===== config.mk =====
export PLATFORM = sky130hd
export DESIGN_NAME = hazard_forward_unit
export DESIGN_NICKNAME = d
export VERILOG_FILES = /design/src/rtl/hazard_forward_unit.sv
export SDC_FILE = /design/constraint.sdc
export NUM_CORES = 1
export LEC_CHECK = 0
export BUFFER_PORTS_ARGS = -buffer_cell sky130_fd_sc_hd__buf_4
export CORE_ASPECT_RATIO = 1.4
export CORE_MARGIN = 4
export CORE_UTILIZATION = 40
export CTS_BUF_LIST = sky130_fd_sc_hd__clkbuf_4 sky130_fd_sc_hd__clkbuf_8
export DETAILED_ROUTE_END_ITERATION = 8
export PLACE_DENSITY = 0.62
export RECOVER_POWER = 50
export SYNTH_ARGS = -nofsm -noshare
export SYNTH_HDL_FRONTEND = slang
export SYNTH_SLANG_ARGS = --single-unit

===== constraint.sdc =====
create_clock -name clk -period 2.4 [get_ports clk]
set_input_delay 0.36 -clock clk [delete_from_list [all_inputs] [get_ports clk]]
set_output_delay 0.36 -clock clk [all_outputs]
set_load 0.01 [all_outputs]

===== src/rtl/hazard_forward_unit.sv =====
// hazard_forward_unit: operand-forward selects, hazard stalls, branch flushes and a saturating stall counter.
// Define HAZARD_FWD_EN for the forwarding build; leave it undefined for the forwarding-free build.
module hazard_forward_unit #(
    parameter int REG_AW = 5,
    parameter int CNT_W  = 16
) (
    input  logic              clk,
    input  logic              rst_n,
    input  logic [REG_AW-1:0] Rs1D,
    input  logic [REG_AW-1:0] Rs2D,
    input  logic [REG_AW-1:0] RdD,
    input  logic              RegWriteD,
    input  logic              LoadD,
    input  logic              PCSrcE,
    output logic [1:0]        ForwardAE,
    output logic [1:0]        ForwardBE,
    output logic              StallF,
    output logic              StallD,
    output logic              FlushD,
    output logic              FlushE,
    output logic [CNT_W-1:0]  StallCount
);

    typedef logic [REG_AW-1:0] reg_t;

    reg_t             rs1_e_q, rs1_e_d;
    reg_t             rs2_e_q, rs2_e_d;
    reg_t             rd_e_q, rd_e_d;
    logic             reg_write_e_q, reg_write_e_d;
    logic             load_e_q, load_e_d;
    reg_t             rd_m_q, rd_m_d;
    logic             reg_write_m_q, reg_write_m_d;
    reg_t             rd_w_q, rd_w_d;
    logic             reg_write_w_q, reg_write_w_d;
    logic [CNT_W-1:0] stall_count_q, stall_count_d;

    logic [1:0] fwd_a;
    logic [1:0] fwd_b;
    logic       hazard;
    logic       stall;
    logic       flush_e;

    // x0 is hard-wired, so a write to it never creates a dependency
    function automatic logic match(input reg_t a, input reg_t b);
        return (a == b) && (b != '0);
    endfunction

`ifdef HAZARD_FWD_EN
    // Newest producer wins: M before W
    function automatic logic [1:0] fwd_sel(
        input reg_t rs,
        input reg_t rd_m,
        input logic we_m,
        input reg_t rd_w,
        input logic we_w
    );
        if (we_m && match(rs, rd_m)) return 2'b10;
        if (we_w && match(rs, rd_w)) return 2'b01;
        return 2'b00;
    endfunction
`else
    logic unused_sb;
    assign unused_sb = ^{rs1_e_q, rs2_e_q, load_e_q, rd_w_q, reg_write_w_q};
`endif

    // Forward selects and hazard detection from the scoreboard
    always_comb begin
        fwd_a  = 2'b00;
        fwd_b  = 2'b00;
        hazard = 1'b0;
`ifdef HAZARD_FWD_EN
        fwd_a  = fwd_sel(rs1_e_q, rd_m_q, reg_write_m_q, rd_w_q, reg_write_w_q);
        fwd_b  = fwd_sel(rs2_e_q, rd_m_q, reg_write_m_q, rd_w_q, reg_write_w_q);
        hazard = load_e_q && reg_write_e_q &&
                 (match(Rs1D, rd_e_q) || match(Rs2D, rd_e_q));
`else
        hazard = (reg_write_e_q &&
                  (match(Rs1D, rd_e_q) || match(Rs2D, rd_e_q))) ||
                 (reg_write_m_q &&
                  (match(Rs1D, rd_m_q) || match(Rs2D, rd_m_q)));
`endif
        stall   = hazard && !PCSrcE;
        flush_e = hazard || PCSrcE;
    end

    // Next scoreboard state: E takes decode or a bubble, M and W always advance
    always_comb begin
        rs1_e_d       = flush_e ? '0 : Rs1D;
        rs2_e_d       = flush_e ? '0 : Rs2D;
        rd_e_d        = flush_e ? '0 : RdD;
        reg_write_e_d = flush_e ? 1'b0 : RegWriteD;
        load_e_d      = flush_e ? 1'b0 : LoadD;
        rd_m_d        = rd_e_q;
        reg_write_m_d = reg_write_e_q;
        rd_w_d        = rd_m_q;
        reg_write_w_d = reg_write_m_q;
        stall_count_d = stall_count_q;
        if (stall && (stall_count_q != '1))
            stall_count_d = stall_count_q + {{(CNT_W-1){1'b0}}, 1'b1};
    end

    // Scoreboard and counter registers
    always_ff @(posedge clk or negedge rst_n) begin
        if (!rst_n) begin
            rs1_e_q       <= '0;
            rs2_e_q       <= '0;
            rd_e_q        <= '0;
            reg_write_e_q <= 1'b0;
            load_e_q      <= 1'b0;
            rd_m_q        <= '0;
            reg_write_m_q <= 1'b0;
            rd_w_q        <= '0;
            reg_write_w_q <= 1'b0;
            stall_count_q <= '0;
        end else begin
            rs1_e_q       <= rs1_e_d;
            rs2_e_q       <= rs2_e_d;
            rd_e_q        <= rd_e_d;
            reg_write_e_q <= reg_write_e_d;
            load_e_q      <= load_e_d;
            rd_m_q        <= rd_m_d;
            reg_write_m_q <= reg_write_m_d;
            rd_w_q        <= rd_w_d;
            reg_write_w_q <= reg_write_w_d;
            stall_count_q <= stall_count_d;
        end
    end

    // Outputs are held low while reset is asserted
    assign ForwardAE  = rst_n ? fwd_a : 2'b00;
    assign ForwardBE  = rst_n ? fwd_b : 2'b00;
    assign StallF     = rst_n & stall;
    assign StallD     = rst_n & stall;
    assign FlushD     = rst_n & PCSrcE;
    assign FlushE     = rst_n & flush_e;
    assign StallCount = rst_n ? stall_count_q : '0;

endmodule

==> results of run 1 <==
-- cells in the final DEF, fill, tap and decap left out, drive strengths merged, types with 5 or more instances in the layout --
cell type	n
clkbuf	6
xor2	20
xnor2	15
nor2	6
nand3	13
nor3	5
and3	8
dfrtp	28
buf	41
and2	25
-- area by class of cell --
cell class,instances,area (sq um)
tap,43,53.8
sequential,28,701
clock inverter,1,30.0
timing repair buffer,44,319
multi-input combinational,118,865
fill,360,1910
clock buffer,3,41.3
-- cell families (layout without fill, tap and decap cells) --
family	after synthesis	count (layout)	synth area share, %
and+or+nand+nor	71	71	27.4
muxes	1	1	0.701
other	1	4	0.234
xor gates and xnor gates	35	35	19.1
buffers and inverters	9	48	3.97
DFF	28	28	43.6
adders and majority gates	1	1	0.779
AOI/OAI and AO/OA	6	6	4.13
-- stage by stage --
| stage | cell area [sq um] | power, uW | std cells | TNS, ns | util, % |
|---|---|---|---|---|---|
| after CTS | 1990 | 1050 | 235 | 0 | 50.9 |
| after global placement | 1920 | 678 | 231 | 0 | 49.0 |
| after global routing | 2010 | 1100 | 237 | -0.0105 | 51.3 |
| after floorplan | 1620 | 614 | 155 | 0 | - |
| after detailed placement | 1920 | 688 | 231 | 0 | 49.0 |
| final | 2010 | 1050 | 237 | 0 | 51.3 |
-- power by group --
group	internal (uW)	switching (uW)	leakage [uW]	total, uW
sequential	498	29.5	0.000377	527
clock	223	147	0.0000357	370
combinational	81.9	73.7	0.000553	156
total	803	250	0.000965	1050
-- repair_timing --
item | 4_1_cts | 5_1_grt
setup endpoints to repair | 0 | 3
hold endpoints to repair | 0 | 0
buffers inserted | 0 | 2
gates resized for setup | 0 | 4
-- registers in the layout, summed over array words and instances, names as in the netlist --
register / cells
rd_e_q: 5
reg_write_m_q: 1
reg_write_e_q: 1
rd_m_q: 5
stall_count_q: 16
-- critical path, stage by stage (launching register included) --
cell and delay, ns:
dfrtp_1 0.44, or4_4 0.55, o21ai_2 0.14, or2_2 0.14
o32ai_4 0.09, and2_4 0.19, buf_4 0.14
-- how the worst max path moves through the flow --
stage               startpoint                to  slack [ns]  cells past startpoint
global route         rd_e_q[1]            StallF      -0.004                      6
floorplan            rd_e_q[1]            StallF        0.24                      7
detailed placement     Rs2D[3]  stall_count_q[1]        0.29                      8
global placement       Rs2D[3]  stall_count_q[1]        0.32                      8
CTS                  rd_e_q[1]            StallF        0.03                      6
finish               rd_e_q[1]            StallF        0.09                      6
-- layer usage --
layer	global-route usage [%]	wire length [um]	up-vias
met4	4.83	27	0
li1	-	-	587
met2	23.7	1800	26
met5	0	0	-
met3	1.40	163	2
met1	17.7	1320	597
==> impl_metrics.yaml, run 1 <==
outcome:
  outcome: "complete, no violations"
drt:
  drt-wirelength-per-cell_um: 14.0
  viasPerCell: 5.11
  firstDrtPassIters: 4
  wirelength_um: 3310
  drt-initial-drc-count: 49
  ant_nets: 0
  num_vias: 1212
  drc_errors: 0
clock_tree:
  cts_sinks: 28
  cts_root_buf: "clkbuf_8"
  tritoncts: "yes"
  clkTransAtPathRegs_ns: 0.10
  h-tree-depth: 1
  clk_latency_ns: 0.27
  numCtsBuffers: 3
  postCtsHoldBufs: 0
  cts_buffer_depth: 2
floorplanning:
  initial_utilization_pct: 41.0
  ioPinCount: 44
  die_y_um: 83.0
  dieWidth_um: 61.5
  core-area_sq_mm: 0.00392
  rows: 27
  die_area_sq_mm: 0.00511
sta:
  min_period_ns: 2.31
  hold_viol: 0
  timing.hold.ws_ns: 0.0324
  fmax_mhz: 432
  finalSetupViolations: 0
  min_period_over_period_pct: 96.4
  slew_violations: 0
  fin_ws_ns: 0.0858
  clock_skew_ns: 0.00334
yosys:
  async_flop_share_pct: 100
  synth_area_leaders: "dfrtp_1 44%, xor2_1 11%, and2_1 9.7%"
  seq_area_frac_synth_pct: 43.6
  synth_edf_count: 0
  synth_seq_cells: 28
  avgSynthCellArea_sq_um: 10.6
  ys.flop_type: "dfrtp_1"
  synth_area_sq_mm: 0.00161
  synth_cell_types: 27
  yosysTopAreaCellShare_pct: 43.6
  synth_common_cells: "28 x dfrtp_1, 25 x and2_1, 20 x xor2_1"
  yosys.area.top_type: "dfrtp_1"
  synthCells: 152
  synth_most_common_cell: "dfrtp_1"
  ys.warnings.count: 0
setup_path:
  r2r_end: "stall_count_q[1]"
  path_class: "reg -> out"
  arrival_ns: 1.95
  cp_max_fo: 4
  end_kind: "primary output"
  start_kind: "register"
  regToRegStartpoint: "rd_e_q[1]"
  r2r_cells: 7
  crit_required_ns: 2.04
  r2r_setup_slack_ns: 0.34
placement:
  gp_congestion: 0.768
  portBuffers: 38
  dpl_worst_slack_ns: 0.294
  dp_hpwl_um: 2470
layout:
  area_delta_synth_final_pct: 25.2
  fin_nets: 216
  drive_gt1_share_pct: 30.4
  num_antenna_cells: 0
grt:
  overflow: 0
  track_usage_pct: 14.0
  grt_pass1_wl_um: 5610
  antenna_found_initial: 0
  grt_max_degree: 48
  grt_pass1_vias: 1247
pwr:
  power_density_mw_per_mm2: 524
  p_leak_uw: 0.000965
  peakVddDrop_mv: 0.421
flow_run:
  drv_cap: 0
hold_path:
  hold_class: "in -> async"
No activity file was read; power rests on OpenSTA's default activity.
==> run 2: changes to the inputs <==
- CORE_ASPECT_RATIO: 1.4 -> default
- SLEW_MARGIN: default -> 5
- clock period: 2.4 -> 2.6 ns (I/O delays scaled with it)
==> impl_metrics.yaml, run 2 (synthesized netlist as in run 1, its figures left out) <==
floorplanning:
  ioPinCount: 44
  die_y_um: 71.4
  initial_utilization_pct: 42.6
  dieWidth_um: 71.4
  die_area_sq_mm: 0.00509
  rows: 22
  core-area_sq_mm: 0.00377
setup_path:
  start_kind: "register"
  timing.critical_path.from: "rd_e_q[2]"
  path_class: "reg -> out"
  cp_cell_sequence: "or4_1 -> o21ai_2 -> or2_2 -> o32ai_4 -> and2_1 -> buf_4"
  regToRegStartpoint: "rd_e_q[2]"
  end_kind: "primary output"
  arrival_ns: 2.02
  slowest_stage: "or4_1"
  cp_max_fo: 8
  max_stage_delay_ns: 0.55
  crit_required_ns: 2.21
placement:
  portBuffers: 38
  gp_congestion: 0.831
  postPlaceCellArea_sq_mm: 0.00192
  dp_hpwl_um: 2460
grt:
  overflow: 0
  antenna_found_initial: 0
  grt_max_degree: 48
  grt_pass1_wl_um: 5380
  grt_pass1_vias: 1202
  track_usage_pct: 12.7
clock_tree:
  cts_root_buf: "clkbuf_8"
  clkTransAtPathRegs_ns: 0.10
  numCtsBuffers: 3
  tritoncts: "yes"
  cts_sinks: 28
  post_cts_buffers: 0
  postCtsHoldBufs: 0
  clk_latency_ns: 0.27
  cts_buffer_depth: 2
  h-tree-depth: 1
  cts_resized: 0
drt:
  wirelength_um: 3190
  ant_nets: 0
  num_vias: 1174
  firstDrtPassIters: 4
  drc_errors: 0
  drt-initial-drc-count: 32
  viasPerCell: 4.91
  drt-wirelength-per-cell_um: 13.3
flow_run:
  drv_cap: 0
layout:
  design_area_sq_mm: 0.00196
  drive_gt1_share_pct: 26.7
  reg_top3: "stall_count_q: 16 flops, rd_e_q: 5 flops, rd_m_q: 5 flops"
  layout_commonest_cell: "buf_4"
  num_antenna_cells: 0
  largest_reg_flops: 16
  fin_nets: 213
  area_delta_synth_final_pct: 22.1
  largest_register: "stall_count_q"
  layout_common_cells: "37 x buf_4, 28 x dfrtp_1, 25 x and2_1"
sta:
  min_period_over_period_pct: 92.9
  rsz0062_at_grt: "no"
  slew_violations: 0
  min_period_ns: 2.41
  clock_skew_ns: 0.0115
  finalSetupViolations: 0
  fmax_mhz: 414
  tns_ns: 0
  hold_viol: 0
pwr:
  power.total_uw: 888
  power_density_mw_per_mm2: 453
  peakVddDrop_mv: 0.254
  p_leak_uw: 0.000934
outcome:
  outcome: "complete, no violations"
hold_path:
  hold_class: "in -> async"
[run 2: changes by cell type in the layout (fill, tap and decap cells not counted), sizes merged]
cell	delta
buf	-4
clkbuf	+2
bufinv	-1
[run 2: worst paths after layout]
path | endpoint | slack (ns) | cells past startpoint
max reg2reg | stall_count_q[1] | 0.46 | 7
min in group clk | reg_write_e_q | 0.33 | 2
min reg2reg | reg_write_m_q | 0.41 | 0
max in group asynchronous | rd_m_q[2] | 2.22 | 1
min | stall_count_q[5] | 0.06 | 1
max | StallF | 0.19 | 6
[run 2: power by group]
group          switching (uW)  internal [uW]
Clock                     132            135
Combinational            64.4           70.5
Sequential               26.1            459
Total                     222            665
[run 2: metal layers]
metal / track usage (%) / part of all wire [%] / vias to the layer above
li1: - / - / 590
met2: 21.1 / 47 / 30
met1: 17.2 / 47 / 552
met5: 0 / 0 / -
met3: 2.52 / 5.5 / 2
met4: 2.71 / 0.31 / 0
[run 2: stage by stage]
step           cells  setup slack, ns  utilization (%)  hold WS (ns)
6_report         239            0.185             52.0        0.0555
5_1_grt          239           0.0893             52.0        0.0763
4_1_cts          239            0.165             52.4        0.0670
3_5_place_dp     235            0.380             50.9         0.374
3_3_place_gp     235            0.381             50.9         0.364
2_1_floorplan    155            0.415                -        0.0944
[run 2: worst max-delay path, delay by kind of cell (launching register included)]
kind	cells	cell delay [ns]
and+or+nand+nor	3	0.91
DFF	1	0.45
AOI/OAI and AO/OA	2	0.27
buffers and inverters	1	0.14
[run 2: cell type report]
type | instances | area (sq um)
fillers | 355 | 1810
multi-input cells | 118 | 852
flip-flops and latches | 28 | 701
repair buffers | 41 | 293
well taps | 48 | 60.1
clock buffers | 4 | 55.1
